==> src/rtl/tdc_meas_ctrl.sv <==
// TDC measurement sequencer: clears/arms the delay line, waits for the stop
// capture with a timeout, popcounts each thermometer code and averages samples.
module tdc_meas_ctrl #(
  parameter int unsigned TAPS     = 16,
  parameter int unsigned AVG_LOG2 = 2,
  parameter int unsigned TIMEOUT  = 255
) (
  input  logic            clk,
  input  logic            rst,
  input  logic            ena,
  input  logic            meas_req,
  output logic            tdc_clr,
  output logic            tdc_arm,
  input  logic            tdc_valid,
  input  logic [TAPS-1:0] tdc_code,
  output logic            busy,
  output logic [7:0]      result,
  output logic            result_valid,
  output logic            timeout,
  output logic            overflow
);

  localparam int unsigned CW  = $clog2(TAPS + 1);
  localparam int unsigned AW  = CW + AVG_LOG2;
  localparam int unsigned SCW = (AVG_LOG2 == 0) ? 1 : AVG_LOG2;
  localparam int unsigned TW  = 8;

  localparam logic [2:0] S_IDLE    = 3'd0;
  localparam logic [2:0] S_CLEAR   = 3'd1;
  localparam logic [2:0] S_ARM     = 3'd2;
  localparam logic [2:0] S_WAIT    = 3'd3;
  localparam logic [2:0] S_CAPTURE = 3'd4;
  localparam logic [2:0] S_ACCUM   = 3'd5;
  localparam logic [2:0] S_DONE    = 3'd6;

  logic [2:0]     state, state_nxt;
  logic [TW-1:0]  timer, timer_nxt;
  logic [SCW-1:0] sample_cnt, sample_cnt_nxt;
  logic [CW-1:0]  sample, sample_nxt;
  logic [AW-1:0]  acc, acc_nxt;
  logic [7:0]     result_nxt;
  logic           result_valid_nxt, timeout_nxt, overflow_nxt;
  logic [CW-1:0]  code_ones_c;
  logic [AW-1:0]  acc_sum_c;

  // Popcount rather than leading-one search so bubbles in the code are harmless
  always_comb begin
    code_ones_c = '0;
    for (int i = 0; i < int'(TAPS); i++) begin
      code_ones_c = code_ones_c + CW'(tdc_code[i]);
    end
  end

  assign acc_sum_c = acc + AW'(sample);

  always_comb begin
    state_nxt        = state;
    timer_nxt        = timer;
    sample_cnt_nxt   = sample_cnt;
    sample_nxt       = sample;
    acc_nxt          = acc;
    result_nxt       = result;
    result_valid_nxt = 1'b0;
    timeout_nxt      = timeout;
    overflow_nxt     = overflow;

    case (state)
      S_IDLE: begin
        if (meas_req) begin
          state_nxt      = S_CLEAR;
          timeout_nxt    = 1'b0;
          overflow_nxt   = 1'b0;
          acc_nxt        = '0;
          sample_cnt_nxt = '0;
        end
      end
      S_CLEAR: state_nxt = S_ARM;
      S_ARM: begin
        state_nxt = S_WAIT;
        timer_nxt = '0;
      end
      S_WAIT: begin
        timer_nxt = timer + TW'(1);
        if (tdc_valid) begin
          state_nxt = S_CAPTURE;
        end else if (timer == TW'(TIMEOUT - 1)) begin
          state_nxt   = S_IDLE;
          timeout_nxt = 1'b1;
        end
      end
      S_CAPTURE: begin
        sample_nxt = code_ones_c;
        if (code_ones_c == CW'(TAPS)) overflow_nxt = 1'b1;
        state_nxt = S_ACCUM;
      end
      S_ACCUM: begin
        acc_nxt = acc_sum_c;
        if (sample_cnt == SCW'((1 << AVG_LOG2) - 1)) begin
          state_nxt        = S_DONE;
          result_nxt       = 8'(acc_sum_c >> AVG_LOG2);
          result_valid_nxt = 1'b1;
        end else begin
          sample_cnt_nxt = sample_cnt + SCW'(1);
          state_nxt      = S_CLEAR;
        end
      end
      S_DONE:  state_nxt = S_IDLE;
      default: state_nxt = S_IDLE;
    endcase

    // Disable aborts without publishing anything or touching sticky flags
    if (!ena) begin
      state_nxt        = S_IDLE;
      result_nxt       = result;
      result_valid_nxt = 1'b0;
      timeout_nxt      = timeout;
      overflow_nxt     = overflow;
    end
  end

  always_ff @(posedge clk) begin
    if (rst) begin
      state        <= S_IDLE;
      timer        <= '0;
      sample_cnt   <= '0;
      sample       <= '0;
      acc          <= '0;
      tdc_clr      <= 1'b0;
      tdc_arm      <= 1'b0;
      busy         <= 1'b0;
      result       <= '0;
      result_valid <= 1'b0;
      timeout      <= 1'b0;
      overflow     <= 1'b0;
    end else begin
      state        <= state_nxt;
      timer        <= timer_nxt;
      sample_cnt   <= sample_cnt_nxt;
      sample       <= sample_nxt;
      acc          <= acc_nxt;
      tdc_clr      <= (state_nxt == S_CLEAR);
      tdc_arm      <= (state_nxt == S_ARM) || (state_nxt == S_WAIT);
      busy         <= (state_nxt != S_IDLE);
      result       <= result_nxt;
      result_valid <= result_valid_nxt;
      timeout      <= timeout_nxt;
      overflow     <= overflow_nxt;
    end
  end

endmodule

==> config.mk <==
export PLATFORM = sky130hd
export DESIGN_NAME = tdc_meas_ctrl
export DESIGN_NICKNAME = d
export VERILOG_FILES = /design/src/rtl/tdc_meas_ctrl.sv
export SDC_FILE = /design/constraint.sdc
export NUM_CORES = 1
export LEC_CHECK = 0
export CAP_MARGIN = 20
export CORE_ASPECT_RATIO = 0.5
export CORE_MARGIN = 2
export CORE_UTILIZATION = 50
export DETAILED_ROUTE_END_ITERATION = 7
export MAX_ROUTING_LAYER = met4
export PLACE_DENSITY_LB_ADDON = 0.2
export SLEW_MARGIN = 20
export SYNTH_ARGS = -nofsm -noshare
export SYNTH_HDL_FRONTEND = slang
export SYNTH_SLANG_ARGS = --single-unit
==> constraint.sdc <==
create_clock -name clk -period 4.93 [get_ports clk]
set_input_delay 0.7395 -clock clk [delete_from_list [all_inputs] [get_ports clk]]
set_output_delay 0.7395 -clock clk [all_outputs]
set_load 0.005 [all_outputs]
======== After elaboration in Yosys (flattened, before gate mapping) ========
Index checks and enable logic that the tools add are counted.
word-level totals
  input port bits ......................... 21
  logic and storage cells ................. 80
  flip-flop bits (word level) ............. 36
  output and inout bits ................... 14
cells by class
  equality and inequality tests ........... 16
  add/subtract/negate cells ............... 18
  muxes and demuxes ....................... 19
  reduce and logical (&&, ||, !) cells .... 13
  bitwise logic cells ..................... 2
operator list
  kind                                                 number
  adder 5 x 1 -> 5 bit                                 11
  one-hot mux 3 bit (6 select lines)                   1
  one-hot mux 8 bit (2 select lines)                   1
  two-way mux 3 bit                                    5
  one-hot mux 7 bit (2 select lines)                   1
  equality test 3 x 2 -> 1 bit, second input constant  4
  != test 2 bit, second input constant                 5
  adder 8 x 1 -> 8 bit, second input constant          1
  equality test 8 bit, second input constant           1
  nonzero test 2 bit                                   4
  adder 7 x 5 -> 7 bit                                 1
  two-way mux 7 bit                                    1
  equality test 3 x 1 -> 1 bit, second input constant  2
  equality test 3 bit, second input constant           2
  AND reduction 3 bit                                  2
  adder 4 x 1 -> 5 bit                                 1
  equality test 5 bit, second input constant           1
  two-way mux 1 bit                                    5
  AND reduction 5 bit                                  1
  adder 3 x 1 -> 4 bit                                 1
  two-way mux 2 bit                                    2
  one-hot mux 1 bit (2 select lines)                   2
  one-hot mux 2 bit (2 select lines)                   1
  AND reduction 4 bit                                  1
  10 further kinds                                     11

======== Logic depth before layout (Yosys ltp) ========
  word-level depth ........................ 18
  gate-level depth with buffers ........... 13
  gate-level depth less buffers ........... 13

======== Worst setup path before layout ========
No wires, ideal clock.
  path kind ............................... input to register
  start ................................... in tdc_code[0]
  end ..................................... reg overflow
  arrival ................................. 3.875 ns
  cell stages on the path ................. 12
  library setup time ...................... 0.058 ns
  data required time ...................... 4.872 ns
  path buffers ............................ 0
  slack ................................... 0.997 ns
  cells stage by stage .................... inv_1 fa_1 fa_1 fa_1 fa_1 inv_1 ha_1 fa_1 xnor2_1 nand3_1 nor3_1 o21a_1
between the ends
  cells in the longest elaborated chain, start to end .. 18
ends and longest elaborated chain
  what                                 line  text
  start: declaration                   15    input logic [TAPS-1:0] tdc_code,
  adder 1 x 1 -> 2 bit                 50    code_ones_c = code_ones_c + CW'(tdc_code[i]);
  adder 2 x 1 -> 3 bit                 50
  adder 3 x 1 -> 4 bit                 50
  adder 4 x 1 -> 5 bit                 50
  adder 5 x 1 -> 5 bit (11 in series)  50
  equality test 5 bit                  93    if (code_ones_c == CW'(TAPS)) overflow_nxt = 1'b1;
  != test 2 bit (no line)              -
  AND reduction 4 bit (no line)        -
  end signal: assignment               147   overflow <= overflow_nxt;
  end: declaration                     20    output logic overflow
Every way passes these cells.
A chain may end at the register's enable or synchronous reset.

======== Worst setup path in the final report ========
Same ends and word-level chain as after synthesis.

==> metrics.txt <==
ys flop type dfxtp_1; synth warn 0; sequential area share after synthesis 0.325; largest net degree at the start of global routing 37; switching power around 210 uW; Detail Placement HPWL 3420 um; fmax between 200 and 250 MHz; clock skew 0.00756 ns; share of layout cells above drive strength 1 0.0567; synth top area cells dfxtp_1, fa_1, ha_1, inv_1, nor2_1; CP Data Arrival Time 4.54 ns; number of routed nets with antenna violations 0; setup TNS 0 ns; reg-to-reg startpoint sample[0]; Power Density 271 nW/um^2; dpl cell area 2550 sq um; RePlAce Congestion 0.824; TritonRoute pass-1 iters 4; area grow syn2layout 19.5%; pins over their slew limit 0; number of flops mapped to enable cells by yosys 0; Routed WL 4530 um; CTS tree yes; HP Class reg -> reg; Post-CTS Hold Fix Bufs 0; total clock buffers created by CTS 5; Final nets roughly 330; #FFs+latches synth 36; Final Hold Vio Count 0; Post-Synthesis Cells roughly 250; Std-Cell Rows 17; Die Footprint 5020 sq um; Critical Path End Type register; post-synthesis async set-or-reset flop share 0; Setup Crit Path Kind in -> reg; Reg power frac 0.412; Ports 35; final hold slack 0.464 ns; first-pass GRT wire length 7980 um; Buffers on Ports 31; final worst-path cycle share 0.874; ant diodes 0; vias in the first global route 1,776; fin area approximately 2700 sq um; Worst EP required roughly 5.2 ns; area of the core 4340 sq um; area leader, netlist dfxtp_1; Vias 1,869; CTS Sinks 36; Starting Density 0.511; Reg clk slew, reported paths 0.07 ns; min-delay src result[1]; Leak ~1.1 nW; # setup viols final 0; fin crit period 4.31 ns; post-CTS setup buffers 0; Switching Share 0.287; MaxCap Viol Count 0; Root Driver clkbuf_8; area share of the largest cell type after synthesis 0.325; RSZ-0062 raised after global routing no; fillers 395; Clk pwr share 0.313; final global-route overflow total 0; Yosys cell types 49; measured slew at the worst slew-check pin 0.528 ns; Die X 98.2 um; clk buf depth 2; Vias/cell between 5 and 6; routed len/inst 13.4 um; Syn Area/Cell 8.80 sq um; DRC Markers 0; initial antenna violation count 0; initial DRC count a little under 60; Slew headroom 0.647; clk_lat worst skew 0.29 ns; Int Pwr between 500 and 600 uW; synthesized area 2220 sq um; # H-tree levels 2; placed instance count 332; startpoint class of the critical path input port; combinational power share 0.275; CTS resizes 0; Pwr Total 718 uW; Non-Filler Instances 339; status completed; CP Max Fanout 2; Die Ht 51.1 um; CP startpoint tdc_code[0]; Max IR drop VDD 0.156 mV; GRT Total Usage 0.206
## power by group through the flow
stage               logic [mW]  registers (mW)  clock network [mW]
floorplan                0.149           0.301                   0
global placement         0.189           0.302                   0
detailed placement       0.198           0.302                   0
CTS                      0.200           0.295               0.229
global route             0.233           0.296               0.245
finish                   0.198           0.295               0.225
## metrics by stage
stage | utilization | worst slack (ns)
after floorplan | - | 0.997
after global placement | 0.589 | 0.441
after detailed placement | 0.589 | 0.317
after CTS | 0.611 | 0.607
after global routing | 0.611 | 0.367
final | 0.611 | 0.622
## cell families (layout without fill, tap and decap cells)
group                      count (synthesis)  in the layout  share of synthesized area
buffers and inverters                     36             64                     0.0694
xor gates and xnor gates                   7              7                     0.0276
AOI/OAI and AO/OA                         54             54                      0.168
and+or+nand+nor                           94             94                      0.236
adders and majority gates                 24             24                      0.173
other                                      1              3                    0.00169
DFF                                       36             36                      0.325
## registers in the layout (all words and copies together), names as in the netlist
name / flops
timeout: 1
tdc_clr: 1
timer: 8
result_valid: 1
result: 5
tdc_arm: 1
sample_cnt: 2
state: 3
busy: 1
overflow: 1
acc: 7
sample: 5
## cell usage after synthesis, types with 5 or more instances
cell,n
nand3b_1,6
fa_1,11
nand3_1,7
or3_1,5
a211oi_1,5
ha_1,13
nor2_1,25
a21oi_1,16
a21o_1,5
nand2_1,17
dfxtp_1,36
inv_1,25
## worst max-delay path: stages
cell and delay [ns]:
clkdlybuf4s50_1 0.45, inv_1 0.05, fa_1 0.56, fa_1 0.46, fa_1 0.49, fa_1 0.48
inv_1 0.04, ha_1 0.19, fa_1 0.41, xnor2_1 0.20, nand3_1 0.09, nor3_1 0.23
o21a_1 0.13
## cell usage in the layout (no fill, tap or decap), types with 6 or more instances in the layout
cell type / count
nand3b_1: 6
clkdlybuf4s50_1: 31
ha_1: 13
dfxtp_1: 36
fa_1: 11
nor2_1: 25
inv_1: 25
a21oi_1: 16
nand2_1: 17
clkbuf_8: 7
nand3_1: 7
## worst paths after layout
check,endpoint,slack (ns),cells after the start
min,result[1],0.46,2
min reg2reg,result[1],0.46,2
max,overflow,0.62,13
max reg2reg,acc[6],2.95,5
## layer usage
| metal | GRT usage | vias to the layer above | wire length, um |
|---|---|---|---|
| li1 | - | 937 | - |
| met1 | 0.260 | 867 | 2150 |
| met2 | 0.329 | 58 | 2020 |
| met3 | 0.0506 | 7 | 306 |
| met4 | 0.0731 | 0 | 54 |
| met5 | - | - | 0 |
## layout make-up
class / instances / area [sq um] / area share
inverter: 25 / 93.8 / 0.0354
clock buffer: 7 / 96.3 / 0.0363
sequential: 36 / 721 / 0.272
tap: 57 / 71.3 / 0.0269
timing repair buffer: 32 / 318 / 0.120
multi-input combinational: 182 / 1350 / 0.510
No activity file was read; power rests on OpenSTA's default activity.
